**config.mk**
```make
export PLATFORM = sky130hd
export DESIGN_NAME = vc_input_buffer6
export DESIGN_NICKNAME = d
export VERILOG_FILES = /design/src/rtl/vc_input_buffer6.sv
export SDC_FILE = /design/constraint.sdc
export NUM_CORES = 2
export LEC_CHECK = 0
export ABC_CLOCK_PERIOD_IN_PS = 4000
export CAP_MARGIN = 10
export CORE_MARGIN = 5
export CORE_UTILIZATION = 61
export CTS_CLUSTER_DIAMETER = 40
export DETAILED_ROUTE_END_ITERATION = 8
export HOLD_SLACK_MARGIN = 0.1
export PLACE_DENSITY = 0.79
export SYNTH_ARGS = -nofsm -noshare
export SYNTH_HDL_FRONTEND = slang
export SYNTH_SLANG_ARGS = --single-unit
```
**constraint.sdc**
```tcl
create_clock -name clk -period 4 [get_ports clk]
set_input_delay 0.6 -clock clk [delete_from_list [all_inputs] [get_ports clk]]
set_output_delay 0.6 -clock clk [all_outputs]
set_load 0.05 [all_outputs]
```
**src/rtl/vc_input_buffer6.sv**
```systemverilog
// Six-VC input buffer bank: per-VC circular FIFOs that present head timestamps to the
// oldest-first VC arbiter and pop the winner. Optional feature macro: VC_BUF_CREDIT_EN.
module vc_input_buffer6 #(
    parameter int TIME_WIDTH     = 8,
    parameter int VC_INDEX_WIDTH = 3,
    parameter int DATA_WIDTH     = 64,
    parameter int DEPTH          = 4
) (
    input  logic                      clk,
    input  logic                      rst_n,
    input  logic                      wr_en,
    input  logic [VC_INDEX_WIDTH-1:0] wr_vc,
    input  logic [TIME_WIDTH-1:0]     wr_time,
    input  logic [DATA_WIDTH-1:0]     wr_data,
    input  logic                      rd_en,
    input  logic [VC_INDEX_WIDTH-1:0] rd_vc,
    output logic [TIME_WIDTH-1:0]     time_out_0,
    output logic [TIME_WIDTH-1:0]     time_out_1,
    output logic [TIME_WIDTH-1:0]     time_out_2,
    output logic [TIME_WIDTH-1:0]     time_out_3,
    output logic [TIME_WIDTH-1:0]     time_out_4,
    output logic [TIME_WIDTH-1:0]     time_out_5,
    output logic [DATA_WIDTH-1:0]     rd_data,
    output logic [TIME_WIDTH-1:0]     rd_time,
    output logic [5:0]                empty_out,
    output logic [5:0]                full_out,
`ifdef VC_BUF_CREDIT_EN
    output logic [5:0]                credit_out,
`endif
    output logic                      err_out
);

    localparam int NUM_VC = 6;
    localparam int PTR_W  = $clog2(DEPTH);
    localparam int CNT_W  = PTR_W + 1;
    localparam logic [CNT_W-1:0] FULL_CNT = CNT_W'(DEPTH);

    logic [TIME_WIDTH-1:0] mem_time [NUM_VC][DEPTH];
    logic [DATA_WIDTH-1:0] mem_data [NUM_VC][DEPTH];

    logic [PTR_W-1:0]      rd_ptr   [NUM_VC];
    logic [PTR_W-1:0]      wr_ptr   [NUM_VC];
    logic [CNT_W-1:0]      cnt      [NUM_VC];
    logic [CNT_W-1:0]      cnt_nxt  [NUM_VC];
    logic [TIME_WIDTH-1:0] head_time[NUM_VC];

    logic [NUM_VC-1:0] wr_sel, rd_sel, push_v, pop_v;
    logic [NUM_VC-1:0] empty_q, full_q;
    logic              err_q, wr_err, rd_err;

    // A write to a full VC is legal only when that same VC is popped this cycle;
    // a pop of an empty VC is always dropped, even if the same VC is written.
    always_comb begin
        // NOTE: every always_comb output gets a default first so no path infers a latch.
        wr_sel = '0;
        rd_sel = '0;
        push_v = '0;
        pop_v  = '0;
        for (int v = 0; v < NUM_VC; v++) begin
            wr_sel[v]  = wr_en && (wr_vc == VC_INDEX_WIDTH'(v));
            rd_sel[v]  = rd_en && (rd_vc == VC_INDEX_WIDTH'(v));
            pop_v[v]   = rd_sel[v] && (cnt[v] != '0);
            push_v[v]  = wr_sel[v] && ((cnt[v] != FULL_CNT) || pop_v[v]);
            cnt_nxt[v] = cnt[v] + CNT_W'(push_v[v]) - CNT_W'(pop_v[v]);
        end
        wr_err = wr_en && !(|push_v);
        rd_err = rd_en && !(|pop_v);
    end

    always_ff @(posedge clk or negedge rst_n) begin
        if (!rst_n) begin
            for (int v = 0; v < NUM_VC; v++) begin
                rd_ptr[v] <= '0;
                wr_ptr[v] <= '0;
                cnt[v]    <= '0;
            end
            empty_q <= '1;
            full_q  <= '0;
            err_q   <= 1'b0;
        end else begin
            // NOTE: sequential state uses non-blocking assignments so every register
            // samples pre-edge values regardless of statement order.
            for (int v = 0; v < NUM_VC; v++) begin
                if (push_v[v]) wr_ptr[v] <= wr_ptr[v] + 1'b1;
                if (pop_v[v])  rd_ptr[v] <= rd_ptr[v] + 1'b1;
                cnt[v]     <= cnt_nxt[v];
                empty_q[v] <= (cnt_nxt[v] == '0);
                full_q[v]  <= (cnt_nxt[v] == FULL_CNT);
            end
            err_q <= err_q || wr_err || rd_err;
        end
    end

    // NOTE: flit storage has no reset; empty flags mask stale entries, so clearing
    // the array would only cost reset fan-out.
    always_ff @(posedge clk) begin
        for (int v = 0; v < NUM_VC; v++) begin
            if (push_v[v]) begin
                mem_time[v][wr_ptr[v]] <= wr_time;
                mem_data[v][wr_ptr[v]] <= wr_data;
            end
        end
    end

    // Head timestamps depend only on registered state, never on rd_en/rd_vc.
    always_comb begin
        rd_data = '0;
        rd_time = '0;
        for (int v = 0; v < NUM_VC; v++) begin
            head_time[v] = empty_q[v] ? '1 : mem_time[v][rd_ptr[v]];
            if (rd_vc == VC_INDEX_WIDTH'(v) && !empty_q[v]) begin
                rd_data = mem_data[v][rd_ptr[v]];
                rd_time = mem_time[v][rd_ptr[v]];
            end
        end
    end

    assign time_out_0 = head_time[0];
    assign time_out_1 = head_time[1];
    assign time_out_2 = head_time[2];
    assign time_out_3 = head_time[3];
    assign time_out_4 = head_time[4];
    assign time_out_5 = head_time[5];
    assign empty_out  = empty_q;
    assign full_out   = full_q;
    assign err_out    = err_q;

`ifdef VC_BUF_CREDIT_EN
    logic [NUM_VC-1:0] credit_q;

    always_ff @(posedge clk or negedge rst_n) begin
        if (!rst_n) credit_q <= '0;
        else        credit_q <= pop_v;
    end

    assign credit_out = credit_q;
`endif

endmodule

```
# After elaboration in Yosys (flattened, before gate mapping)

Memories as Yosys holds them, arrays and structs flattened.
Index checks and enable logic that the tools add are counted.

Flip-flop bits (word level): 55
Bits in writable memories: 1728
Input bits: 82
Output and inout bits: 133
Word-level logic and storage cells: 305
Memories kept: 2

Add/subtract/negate cells: 24
$lt $le $gt $ge: 18
Equal/unequal tests: 22
Mux-type cells: 126
Bitwise operators: 12
Reductions and logical operators: 80

Memories:

| memory   | depth | bits a word | rd ports | clocked after Yosys merged registers in | wr ports | line | source |
|---|---|---|---|---|---|---|---|
| mem_data | 6     | 256         | 6        | 0                                       | 1        | 39   | `logic [DATA_WIDTH-1:0] mem_data [NUM_VC][DEPTH];` |
| mem_time | 6     | 32          | 6        | 0                                       | 1        | 38   | `logic [TIME_WIDTH-1:0] mem_time [NUM_VC][DEPTH];` |

Operator list:

| kind                  | count |
|---|---|
| $mux W256             | 16 |
| $mux W64              | 24 |
| $reduce_or A256 Y1    | 5 |
| $bmux W64 S2          | 6 |
| $demux W64 S2         | 6 |
| $mux W32              | 16 |
| $mux W8               | 30 |
| $reduce_or A32 Y1     | 5 |
| $bmux W8 S2           | 6 |
| $demux W8 S2          | 6 |
| $logic_and A1 B1 Y1   | 38 |
| $ge A3 B3 Y1 const B  | 12 |
| $not A2 Y3            | 12 |
| $eq A3 B3 Y1 const B  | 10 |
| $mux W3               | 10 |
| $add A2 B1 Y2 const B | 12 |
| $logic_not A3 Y1      | 8 |
| $add A3 B1 Y3         | 6 |
| $lt A3 B1 Y1 const B  | 6 |
| $ne A3 B3 Y1 const B  | 6 |
| $reduce_bool A3 Y1    | 6 |
| $sub A3 B1 Y3         | 6 |
| $eq A3 B2 Y1 const B  | 4 |
| $reduce_or A6 Y1      | 2 |
| 4 further kinds       | 24 |

# Longest topological paths before layout

Depth in word-level cells: 13
Depth in mapped cells: 10
Depth with buffers taken out: 10

# Least setup slack after synthesis

OpenSTA, ideal clock, no wires.

Path kind: input -> register
From: input rd_vc[0]
To: memory mem_data[0][0] (netlist name) (enable)
Setup time: 0.438 ns
Data arrival time: 3.148 ns
Required time: 3.562 ns
Path slack: 0.414 ns
Cell stages on the path: 3
Path buffers: 0
Cell sequence: or4b_4 > a31oi_4 > and2_1

Cells in the longest elaborated chain, start to end: 13
Elaborated cells between the ends (all ways): 57
Those cells by class: eq/ne: 5; mux: 22; reduce/logical: 30

RTL lines:

| what                                                                | line | source |
|---|---|---|
| start, declared                                                     | 16   | `input logic [VC_INDEX_WIDTH-1:0] rd_vc,` |
| $eq A3 B1 Y1                                                        | 61   | `rd_sel[v] = rd_en && (rd_vc == VC_INDEX_WIDTH'(v));` |
| $logic_and A1 B1 Y1                                                 | 61   |  |
| $logic_and A1 B1 Y1                                                 | 62   | `pop_v[v] = rd_sel[v] && (cnt[v] != '0);` |
| $logic_or A1 B1 Y1                                                  | 63   | `push_v[v] = wr_sel[v] && ((cnt[v] != FULL_CNT) \|\| pop_v[v]);` |
| $logic_and A1 B1 Y1                                                 | 63   |  |
| $mux W1                                                             | 98   | `if (push_v[v]) begin` |
| $mux W256 (not written as such)                                     | 100  | `mem_data[v][wr_ptr[v]] <= wr_data;` |
| $reduce_or A256 Y1 (no line)                                        | -    |  |
| $mux W3 (no line) / $mux W256 (equally long branches) (5 in series) | -    |  |
| end, declared                                                       | 39   |  |

Parallel ways exist; a longest one is shown, timed or not.

# Worst setup path after layout

From: register empty_q[1] (netlist: empty_out[1])
To: output rd_data[28]

Cells in the longest elaborated chain, start to end: 7

RTL lines:

| what                            | line | source |
|---|---|---|
| start, declared                 | 48   | `logic [NUM_VC-1:0] empty_q, full_q;` |
| start signal, assigned by index | 87   | `empty_q[v] <= (cnt_nxt[v] == '0);` |
| $logic_not A1 Y1                | 111  | `if (rd_vc == VC_INDEX_WIDTH'(v) && !empty_q[v]) begin` |
| $logic_and A1 B1 Y1             | 111  |  |
| $mux W64 (5 in series)          | 111  |  |
| end, declared                   | 23   | `output logic [DATA_WIDTH-1:0] rd_data,` |

No other way between the ends.

==> metrics.yaml <==
status:
  status: "finished, violations left"
  violations: "negative setup slack"
synthesis:
  synth_cell_types: 47
  syn_area_sq_um: 67790
  ys_seq_elements: 1783
  ys_warn_count: 0
  syn_inst: 2907
  yosysSeqAreaShare_pct: 78.59
  post_synth.cell_area_avg_sq_um: 23.32
  async_reset_ff_share_pct: 3.085
  synth_edf_count: 1728
  syn-num-nets: 3027
  synthFlopType: "edfxtp_1"
pwr:
  power_switching_mw: 17.16
  internal-power_mw: 38.21
  power_density_nw_per_um2: 692.0
  p_total_mw: 55.36
  p_clk_share_pct: 30.9
  switching_share_pct: 30.99
  p_comb_share_pct: 28.7
  p_leak_nw: 25.61
  sequentialPowerShare_pct: 40.4
  peakVddDrop_uv: 757.2
timing:
  hold_viol: 0
  layout_setup_ws_ns: -0.02442
  slew_headroom_pct: 27.49
  fin_worst_skew_ns: 0.03083
  tightest_slew_ns: 1.084
  fmax_mhz: 248.5
  setup_viol: 2
  rsz0062_at_grt: "false"
  fin_crit_sh_pct: 100.6
  maxSlewViolCount: 0
  post-route-min-period_ns: 4.024
placed_design:
  numPlacedInstances: 4613
  pre_cts_ws_ns: 0.1054
  dp_hpwl_um: 100200
  numPortBuffers: 214
  place_congestion: 0.8446
worst_setup_path:
  max_stage_delay_ns: 0.97
  slowest_stage: "dfstp_2"
  start_kind: "register"
  crit_required_ns: 3.40
  reg2reg_from: "cnt[3]"
  crit_buf_inv: 3
  crit_family: "flip-flops"
  end_kind: "output port"
  worstSetupStartpoint: "empty_out[1]"
  critPathKind: "reg2out"
  crit_chain: "nor4b_2, buf_12, buf_12, a221oi_1, a21oi_1, buf_12"
  crit_fanout: 26
  crit_top_cell: "buf_12"
  cp.arrival_ns: 3.42
grt:
  grt_start_max_net_pins: 73
  grt_pass1_wl_um: 273300
  grt_pass1_vias: 37350
  antenna_found_initial: 10
  overflow: 0
  grt.total_usage_pct: 33.04
flow_run:
  maxCapViolations: 0
floorplanning:
  die_width_um: 343.4
  die-area_sq_um: 117900
  initial_core_util_pct: 61.34
  io_pins: 215
  die_h_um: 343.4
  core.rowCount: 122
  fp.coreArea_sq_um: 110500
detailed_routing:
  final_antenna_net_count: 0
  drcViolationCount: 0
  first_pass_iters: 6
  num_vias: 36190
  wl_per_cell_um: 38.57
  dr.first_iter.drc_count: 6097
  wl_um: 193300
  avgViaCountPerCell: 7.221
layout:
  fin_nets: 3457
  area_growth_pct: 18.03
  finalNonFillerCells: 5012
  layout_common_cells: "1728 x edfxtp_1, 432 x mux4_2, 185 x clkbuf_16, 160 x a22oi_1, 139 x clkdlybuf4s50_1"
  layout_commonest_cell: "edfxtp_1"
  drive_gt1_share_pct: 30.81
cts:
  cts_sinks: 1783
  insertion_delay_ns: 0.78
  clk_pin_slew_ns: 0.06
  clock_path_buffers: 3
  clockRootBuffer: "clkbuf_16"
  ctsHtreeMaxLevel: 4
  cts_made_buffers: 181
  cts_tree: "done"
worst_hold_path:
  hp-class: "in2async"
-- cells by family (layout without fill, tap and decap cells) --
family,Yosys count,in the layout,share of synthesized area [%]
other,0,32,0
AOI/OAI and AO/OA,260,260,2.850
buffers and inverters,175,759,1.351
muxes,432,432,14.35
and+or+nand+nor,189,190,1.704
xor gates and xnor gates,30,30,0.3876
adders and majority gates,38,38,0.7678
DFF,1783,1783,78.59
-- worst register-to-register path, delay by kind of cell (launching register included) --
family	cells	cell delay, ns
AO/OA/AOI/OAI	2	0.33
XOR/XNOR	2	0.41
adder cells (fa/ha/maj)	2	0.61
flip-flops	1	0.40
AND/OR/NAND/NOR	3	0.72
-- Yosys cell counts (all sizes together) (22+ instances only) --
cell,n,share of area [%]
o22ai,25,0.23
edfxtp,1728,77
clkbuf,49,0.27
inv,28,0.16
buf,98,0.92
a22oi,160,1.8
or2,48,0.44
nand3,48,0.35
mux4,432,14
and2,24,0.22
xnor2,22,0.28
dfrtp,49,1.8
ha,32,0.59
-- flip-flops by register name, summed over array words and instances, names as in the netlist --
signal	cells
cnt	18
empty_out	6
err_out	1
full_out	6
mem_data	1536
mem_time	192
rd_ptr	12
wr_ptr	12
-- final timing paths --
kind                       cells after the start           to  slack [ns]
max                                            6  rd_data[28]       -0.02
min                                            2  full_out[1]        0.29
max reg2reg                                    9  full_out[4]        1.43
min reg2reg                                    1      err_out        0.56
max in group asynchronous                      3    rd_ptr[7]        2.75
min in group clk                               1      err_out        0.56
-- timing repair --
action | in CTS | in global routing
pin swaps | 0 | 2
setup endpoints to repair | 55 | 15
resized for setup | 5 | 5
buffers inserted | 26 | 1
hold buffers | 1 | 0
cloned | 0 | 1
endpoints found under the hold margin | 15 | 0
-- area by class of cell --
class                           instances  area (sq um)
Sequential cell                      1783         53320
Fill cell                            5744         30510
Multi-Input combinational cell        950         13740
Timing Repair Buffer                  393          4888
Clock buffer                          211          4747
Tap cell                             1488          1862
Clock inverter                        127          1266
Inverter                               28         105.1
Antenna cell                           32         80.08
-- power groups by stage --
stage          logic [mW]  registers [mW]  clock network [mW]
6_report             15.9            22.4                17.1
3_3_place_gp         14.1            23.0                   0
2_1_floorplan        9.70            22.0                   0
4_1_cts              15.7            22.3                17.2
3_5_place_dp         14.4            23.1                   0
5_1_grt              16.4            22.4                18.1
-- through the flow --
stage	hold WS [ns]	util, %	area [sq um]	setup TNS [ns]
6_report	0.2921	72.39	80010	-0.03078
5_1_grt	0.3118	72.32	79930	0
4_1_cts	0.2557	72.28	79880	0
3_5_place_dp	0.5338	66.50	73500	0
3_3_place_gp	0.5235	66.50	73500	0
2_1_floorplan	0.3044	-	67790	0
-- metal layers --
layer / global-route usage, % / up-vias / part of all wire [%]
met4: 15.05 / 4 / 5.3
met5: 0 / - / 0.016
met1: 43.09 / 18580 / 31
met2: 53.82 / 3554 / 49
li1: - / 13360 / -
met3: 8.129 / 699 / 14
Note: power is estimated with default switching activity, not from simulation.
